File: src/rtl/life_grid_engine_if.sv
// Controller-to-engine bundle: level mode requests in, board and status out.
// The master drives the mode levels; the slave (engine) drives the board view.
interface life_grid_engine_if #(
   parameter int unsigned GEN_W = 16
);
   logic             rst;
   logic             rnd;
   logic             strt;
   logic [63:0]      grid;
   logic [GEN_W-1:0] gen_count;
   logic             gen_tick;
   logic             stable;

   modport master (
      output rst, rnd, strt,
      input  grid, gen_count, gen_tick, stable
   );

   modport slave (
      input  rst, rnd, strt,
      output grid, gen_count, gen_tick, stable
   );
endinterface

File: src/rtl/life_grid_engine.sv
// 8x8 toroidal Game of Life engine: seed load, LFSR random capture and timed stepping.
// Mode priority is rst > rnd > strt; with no mode requested everything but the LFSR holds.
module life_grid_engine #(
   parameter logic [63:0] DEFAULT_SEED = 64'h0412_6424_0034_3C28,
   parameter logic [63:0] LFSR_INIT    = 64'hACE1_ACE1_ACE1_ACE1,
   parameter int unsigned TICK_DIV     = 25_000_000,
   parameter int unsigned GEN_W        = 16
) (
   input logic               clk,
   input logic               reset_n,
   life_grid_engine_if.slave bus
);
   localparam int unsigned  TW        = $clog2(TICK_DIV);
   localparam logic [TW-1:0] TICK_LAST = TW'(TICK_DIV - 1);

   logic [63:0]      r_grid;
   logic [63:0]      r_lfsr;
   logic [TW-1:0]    r_tick;
   logic [GEN_W-1:0] r_gen_count;
   logic             r_gen_tick;
   logic             r_stable;

   logic [63:0]      w_next;
   logic             w_lfsr_fb;

   assign w_lfsr_fb = r_lfsr[63] ^ r_lfsr[62] ^ r_lfsr[60] ^ r_lfsr[59];

   // Neighbour rows/cols are formed in 3 bits so the wrap modulo 8 is free.
   always_comb begin : p_next
      logic [3:0] cnt;
      logic [2:0] nrow;
      logic [2:0] ncol;
      w_next = '0;
      cnt    = '0;
      nrow   = '0;
      ncol   = '0;
      for (int r = 0; r < 8; r++) begin
         for (int c = 0; c < 8; c++) begin
            cnt = '0;
            for (int dr = 0; dr < 3; dr++) begin
               for (int dc = 0; dc < 3; dc++) begin
                  if (!(dr == 1 && dc == 1)) begin
                     nrow = 3'(r + dr + 7);
                     ncol = 3'(c + dc + 7);
                     cnt  = cnt + {3'b000, r_grid[{nrow, ncol}]};
                  end
               end
            end
            w_next[{3'(r), 3'(c)}] = (cnt == 4'd3) |
                                     (r_grid[{3'(r), 3'(c)}] & (cnt == 4'd2));
         end
      end
   end

   always_ff @(posedge clk or negedge reset_n) begin
      if (!reset_n) begin
         r_grid      <= DEFAULT_SEED;
         r_lfsr      <= LFSR_INIT;
         r_tick      <= '0;
         r_gen_count <= '0;
         r_gen_tick  <= 1'b0;
         r_stable    <= 1'b0;
      end else begin
         // A zero LFSR would lock up, so it is reseeded.
         r_lfsr <= (r_lfsr == '0) ? LFSR_INIT : {r_lfsr[62:0], w_lfsr_fb};
         if (bus.rst) begin
            r_grid      <= DEFAULT_SEED;
            r_tick      <= '0;
            r_gen_count <= '0;
            r_gen_tick  <= 1'b0;
            r_stable    <= 1'b0;
         end else if (bus.rnd) begin
            r_grid      <= r_lfsr;
            r_tick      <= '0;
            r_gen_count <= '0;
            r_gen_tick  <= 1'b0;
            r_stable    <= 1'b0;
         end else if (bus.strt) begin
            r_stable <= (w_next == r_grid);
            if (r_tick == TICK_LAST) begin
               r_tick      <= '0;
               r_grid      <= w_next;
               r_gen_count <= r_gen_count + GEN_W'(1);
               r_gen_tick  <= 1'b1;
            end else begin
               r_tick     <= r_tick + TW'(1);
               r_gen_tick <= 1'b0;
            end
         end
      end
   end

   assign bus.grid      = r_grid;
   assign bus.gen_count = r_gen_count;
   assign bus.gen_tick  = r_gen_tick;
   assign bus.stable    = r_stable;
endmodule
File: src/flat_wrapper.sv
// flat-port wrapper written by rule: the top's interface ports become plain ports
module life_grid_engine_flat 
#(
   parameter logic [63:0] DEFAULT_SEED = 64'h0412_6424_0034_3C28,
   parameter logic [63:0] LFSR_INIT    = 64'hACE1_ACE1_ACE1_ACE1,
   parameter int unsigned TICK_DIV     = 25_000_000,
   parameter int unsigned GEN_W        = 16
)
  (clk, reset_n, bus_rst, bus_rnd, bus_strt, bus_grid, bus_gen_count, bus_gen_tick, bus_stable);
  life_grid_engine_if #(.GEN_W(GEN_W)) bus_i ();
  input logic clk;
  input logic reset_n;
  input wire logic [$bits(bus_i.rst)-1:0] bus_rst;
  input wire logic [$bits(bus_i.rnd)-1:0] bus_rnd;
  input wire logic [$bits(bus_i.strt)-1:0] bus_strt;
  output wire logic [$bits(bus_i.grid)-1:0] bus_grid;
  output wire logic [$bits(bus_i.gen_count)-1:0] bus_gen_count;
  output wire logic [$bits(bus_i.gen_tick)-1:0] bus_gen_tick;
  output wire logic [$bits(bus_i.stable)-1:0] bus_stable;
  assign bus_i.rst = bus_rst;
  assign bus_i.rnd = bus_rnd;
  assign bus_i.strt = bus_strt;
  assign bus_grid = bus_i.grid;
  assign bus_gen_count = bus_i.gen_count;
  assign bus_gen_tick = bus_i.gen_tick;
  assign bus_stable = bus_i.stable;
  life_grid_engine #(.DEFAULT_SEED(DEFAULT_SEED), .LFSR_INIT(LFSR_INIT), .TICK_DIV(TICK_DIV), .GEN_W(GEN_W)) u_core (.clk(clk), .reset_n(reset_n), .bus(bus_i));
endmodule
File: config.mk
export PLATFORM = sky130hd
export DESIGN_NAME = life_grid_engine_flat
export DESIGN_NICKNAME = d
export VERILOG_FILES = /design/src/rtl/life_grid_engine_if.sv /design/src/rtl/life_grid_engine.sv /design/src/flat_wrapper.sv
export SDC_FILE = /design/constraint.sdc
export NUM_CORES = 1
export LEC_CHECK = 0
export ABC_AREA = 1
export BUFFER_PORTS_ARGS = -buffer_cell sky130_fd_sc_hd__buf_4
export CAP_MARGIN = 10
export CORE_MARGIN = 3
export CORE_UTILIZATION = 28
export DETAILED_ROUTE_END_ITERATION = 10
export PLACE_DENSITY_LB_ADDON = 0.05
export SYNTH_ARGS = -nofsm -noshare
export SYNTH_HDL_FRONTEND = slang
export SYNTH_SLANG_ARGS = --single-unit
File: constraint.sdc
create_clock -name clk -period 6.3 [get_ports clk]
set_input_delay 0.315 -clock clk [delete_from_list [all_inputs] [get_ports clk]]
set_output_delay 0.315 -clock clk [all_outputs]
set_load 0.03 [all_outputs]
=== Word level (Yosys, flattened, before mapping) ===
Index checks and enable logic that the tools add are counted.

* Add/subtract/negate cells: 450
* Multipliers: 0
* Div/mod/pow operators: 0
* Order comparisons: 0
* Equal/unequal tests: 130
* Shift-type cells: 0
* Mux-type cells: 20
* Bitwise operators: 131
* Reductions and logical operators: 4

{| class="wikitable"
|+ Operators by type and width
! kind !! count
|-
| $add A4 B1 Y4 || 384
|-
| $eq A4 B2 Y1 const B || 128
|-
| $mux W64 || 5
|-
| $add A1 B1 Y2 || 64
|-
| $mux W25 || 4
|-
| $and A1 B1 Y1 || 64
|-
| $eq A64 B64 Y1 || 1
|-
| $logic_not A64 Y1 || 1
|-
| $mux W16 || 4
|-
| $or A1 B1 Y1 || 64
|-
| $add A25 B1 Y25 const B || 1
|-
| $eq A25 B25 Y1 const B || 1
|-
| $add A16 B1 Y16 const B || 1
|-
| $mux W1 || 7
|-
| $reduce_bool A3 Y1 || 2
|-
| $xor A1 B1 Y1 || 3
|-
| $reduce_and A2 Y1 || 1
|}

* Flip-flop bits (word level): 171
* Latch bits: 0
* Memory bits (writable): 0
* Bits in read-only memories: 0
* Input port bits: 5
* Output and inout bits: 82
* Memories kept: 0

=== Depth between registers and ports, before layout ===
* Depth after elaboration: 14
* Gate-level depth with buffers: 21
* Depth with buffers taken out: 21

=== Worst setup path before layout ===
Ideal clock, no wire load.

* Path type: register to register
* Start point: register u_core.r_grid[16], in the netlist u_core.bus.grid[16]
* End point: register u_core.r_stable, in the netlist u_core.bus.stable
* Setup time: 0.065 ns
* Arrival time: 3.838 ns
* Data required time: 6.235 ns
* Setup slack: 2.396 ns
* Cell stages (with the launch flop): 21
* Path buffers: 0
* Clock period less this slack: 3.904 ns
* Cell sequence: dfrtp_1 -> ha_1 -> inv_1 -> fa_1 -> fa_1 -> inv_1 -> fa_1 -> inv_1 -> fa_1 -> o21bai_1 -> nor2_1 -> nand2_1 -> nand2_1 -> nand2_1 -> nor2_1 -> nand2_1 -> nor2_1 -> nand2_1 -> nor2_1 -> nand3_1 -> nand2_1

* Word-level cells in the longest chain between the ends: 14
* Elaborated cells between the ends (all ways): 73

{| class="wikitable"
|+ RTL lines
! item !! RTL line !! source
|-
| start: declaration || life_grid_engine.sv:16 || <nowiki>logic [63:0] r_grid;</nowiki>
|-
| start signal: assignment || life_grid_engine.sv:73 || <nowiki>r_grid <= r_lfsr;</nowiki>
|-
| start signal: assignment || life_grid_engine.sv:82 || <nowiki>r_grid <= w_next;</nowiki>
|-
| $add A1 B1 Y2 || life_grid_engine.sv:45 || <nowiki>cnt = cnt + {3'b000, r_grid[{nrow, ncol}]};</nowiki>
|-
| $add A4 B1 Y4 (6 in a row) || life_grid_engine.sv:45 ||
|-
| $eq A4 B2 Y1 || life_grid_engine.sv:50 || <nowiki>(r_grid[{3'(r), 3'(c)}] & (cnt == 4'd2));</nowiki>
|-
| $and A1 B1 Y1 || life_grid_engine.sv:50 ||
|-
| $or A1 B1 Y1 || life_grid_engine.sv:49 || <nowiki>w_next[{3'(r), 3'(c)}] = (cnt == 4'd3) |</nowiki>
|-
| $eq A64 B64 Y1 (*) || life_grid_engine.sv:79 || <nowiki>r_stable <= (w_next == r_grid);</nowiki>
|-
| $mux W1 (*) || life_grid_engine.sv:78 || <nowiki>end else if (bus.strt) begin</nowiki>
|-
| $mux W1 (*) || life_grid_engine.sv:72 || <nowiki>end else if (bus.rnd) begin</nowiki>
|-
| $mux W1 (*) || life_grid_engine.sv:66 || <nowiki>if (bus.rst) begin</nowiki>
|-
| end signal: assignment || life_grid_engine.sv:79 ||
|-
| end: declaration || life_grid_engine.sv:21 || <nowiki>logic r_stable;</nowiki>
|}

Mark *: on every way between the ends. The rest lies on a longest branch, timed or not. The select of a mux whose other input is x is not followed.
A chain may end at the register's enable or synchronous reset.

=== Worst setup path in the final report ===
Ends and elaborated chain as after synthesis.

==> impl_results.md <==
* Antenna violations before repair at 1
* First-pass DRT Iterations at 5
* Type of the worst setup path: reg2reg
* # rows at 98
* Setup slack, reg-to-reg at 1.80 ns
* Crit-path cells: ha_1 > inv_1 > fa_1 > fa_1 > inv_1 > fa_1 > inv_1 > fa_1 > o21bai_1 > nor2_1 > nand2_1 > nand2_1 > nand2_1 > nor2_1 > nand2_1 > nor2_1 > nand2_1 > nor2_1 > nand3_1 > nand2_1
* Max Slew Vio Count at 0
* Worst path max stage delay at 0.99 ns
* Post-route ant nets at 0
* Share of layout cells above drive strength 1 at 0.0799
* Fin nets at 3084
* Max Clock Freq at 222 MHz
* Die Ht at 276 um
* Max FO, Critical Path at 13
* CTS H-tree depth at 4
* Sequential cell area fraction in the yosys report at 0.213
* Die W at 276 um
* Most frequent CP cell: nand2_1
* Max clock buf depth at 2
* Clock Sinks at 171
* Top post-synthesis cells by area: fa_1 25%, dfrtp_1 15%, ha_1 12%, inv_1 11%, nand2_1 10%
* Largest area contributor in the netlist: fa_1
* Detailed placer's ending HPWL at 61200 um
* Commonest non-fill, non-tap cells in the layout: 612 x inv_1, 541 x nand2_1, 256 x fa_1, 255 x nor2_1, 195 x ha_1
* Initial DRC Count at 1141
* Vias in the first global route at 17300
* Fin Clk Skew at 0.0161 ns
* RSZ-0062 raised after global routing: false
* Die area at 76100 um^2
* # setup viols final at 0
* Worst Path Buf+Inv at 3
* Fin. Hold Viols at 0
* Netlist Area Pre-Place at 20400 um^2
* CTS root buf: clkbuf_16
* I/O Buffers at 86
* Avg Inst Size Synth at 7.92 um^2
* Clk slew on worst S/H paths at 0.08 ns
* Antenna diode count at 0
* Max cap viols at 0
* Final core occ at 0.316
* Synth Instances at 2577
* Pin count of the biggest net entering global routing at 91
* First-pass GRT wire length at 117000 um
* Fin crit period at 4.50 ns
* DR WL/cell at 22.0 um
* Outcome: complete, no violations
* Vias per inst at 4.67
* Drt drc at 0
* Area delta synth->final at 11.2%
* Synth warn at 0
* Tcrit/Tclk final at 0.714
* Global-route usage over all layers at 0.215
* Setup TNS at 0 ns
* Post-synth EDFFs at 0
* Initial core utilization at 0.284
* Setup bufs post-CTS at 0
* Max-Slew Margin vs Limit at 0.296
* Top_reg_cell synth: dfrtp_1
* Data required, critical path at 6.73 ns
* Critical Path AT at 4.92 ns
* FFs w/ async S/R, synth at 1.00
* Worst Hold Class: in2reg
* CTS tree: yes
* Worst Max-Slew Pin Slew at 1.06 ns
* Critical path's slowest cell: dfrtp_1
* Worst setup EP type: flop
* Seq cells post-synth at 171
* Commonest non-fill, non-tap cell in the layout: inv_1
* Clock Latency Late Sink at 0.49 ns
* CTS Buf Count at 17
* Crit start category: flop
* Ports at 87
* Synth top area share at 0.251
* GR Overflow Total at 0
* Placer congestion estimate at 0.831
* Worst path top cell family by delay: adder cells
* Synth Net Count at 3033
* FILL cells at 7758
* Synth unique cells at 50
* Vias at 16800
* Core area at 71900 um^2
* Final wirelength at 79000 um
[state kept, by name (all words and copies together) (netlist names)]
register and cells:
u_core.bus.grid 64, u_core.r_lfsr 64, u_core.r_tick 25, u_core.bus.gen_count 16, u_core.bus.gen_tick 1, u_core.bus.stable 1
[worst register-to-register path, delay by kind of cell (launching register included)]
kind	cells	cell delay (ns)
AND/OR/NAND/NOR	11	1.01
buffers and inverters	3	0.20
flip-flops	1	0.99
adder cells (fa/ha/maj)	5	2.11
AO/OA/AOI/OAI	1	0.16
[kinds of logic (layout without fill, tap and decap cells)]
kind of cell	count (synthesis)	in the layout	share of synthesized area
and+or+nand+nor	1014	1014	0.211
DFF	171	171	0.213
AOI/OAI and AO/OA	235	235	0.0675
adders and majority gates	451	451	0.371
buffers and inverters	687	751	0.130
xor gates and xnor gates	19	19	0.00816
[worst paths after layout]
path / cells past startpoint / endpoint / start
min reg2reg: 0 / u_core.r_lfsr[3] / u_core.r_lfsr[2]
max reg2reg: 20 / u_core.bus.stable / u_core.bus.grid[16]
max in group asynchronous: 3 / u_core.r_lfsr[60] / reset_n
min in group asynchronous: 2 / u_core.r_tick[24] / reset_n
min: 4 / u_core.bus.gen_tick / bus_strt
max: 20 / u_core.bus.stable / u_core.bus.grid[16]
[metal layers]
| metal | track usage | vias to the layer above | wire, um |
|---|---|---|---|
| met1 | 0.304 | 8441 | 38300 |
| met5 | 0 | - | 0 |
| met3 | 0.0241 | 50 | 2280 |
| met2 | 0.356 | 279 | 37300 |
| met4 | 0.0423 | 0 | 1160 |
| li1 | - | 7984 | - |
[cell usage after synthesis, types with 39 or more instances]
master / n
ha_1: 195
dfstp_2: 49
o21ai_0: 116
a21oi_1: 39
fa_1: 256
nor2_1: 255
nand3_1: 100
nand2_1: 541
dfrtp_1: 122
clkbuf_1: 53
inv_1: 612
nand4_1: 53
[area by class of cell]
class / count / area (um^2) / area share
Tap cell: 950 / 1190 / 0.0524
Clock inverter: 13 / 200 / 0.00883
Clock buffer: 19 / 443 / 0.0195
Sequential cell: 171 / 4340 / 0.191
Timing Repair Buffer: 102 / 774 / 0.0342
Inverter: 617 / 2330 / 0.103
Multi-Input combinational cell: 1719 / 13400 / 0.591
[stage by stage]
step / cells / hold WS, ns / setup WS [ns] / area (um^2)
floorplan: 2577 / 0.0194 / 2.40 / 20400
global placement: 3558 / 0.395 / 1.79 / 22000
detailed placement: 3558 / 0.388 / 1.77 / 22000
CTS: 3591 / 0.142 / 1.74 / 22700
global route: 3591 / 0.207 / 1.42 / 22700
finish: 3591 / 0.180 / 1.80 / 22700
[what timing repair did]
action	CTS	global route
resized for setup	0	0
hold buffers	1	0
endpoints found under the hold margin	61	0
Power is left out: the tool's default activity adds up to more than one toggle a clock period on the data nets, which glitch-free logic cannot reach.
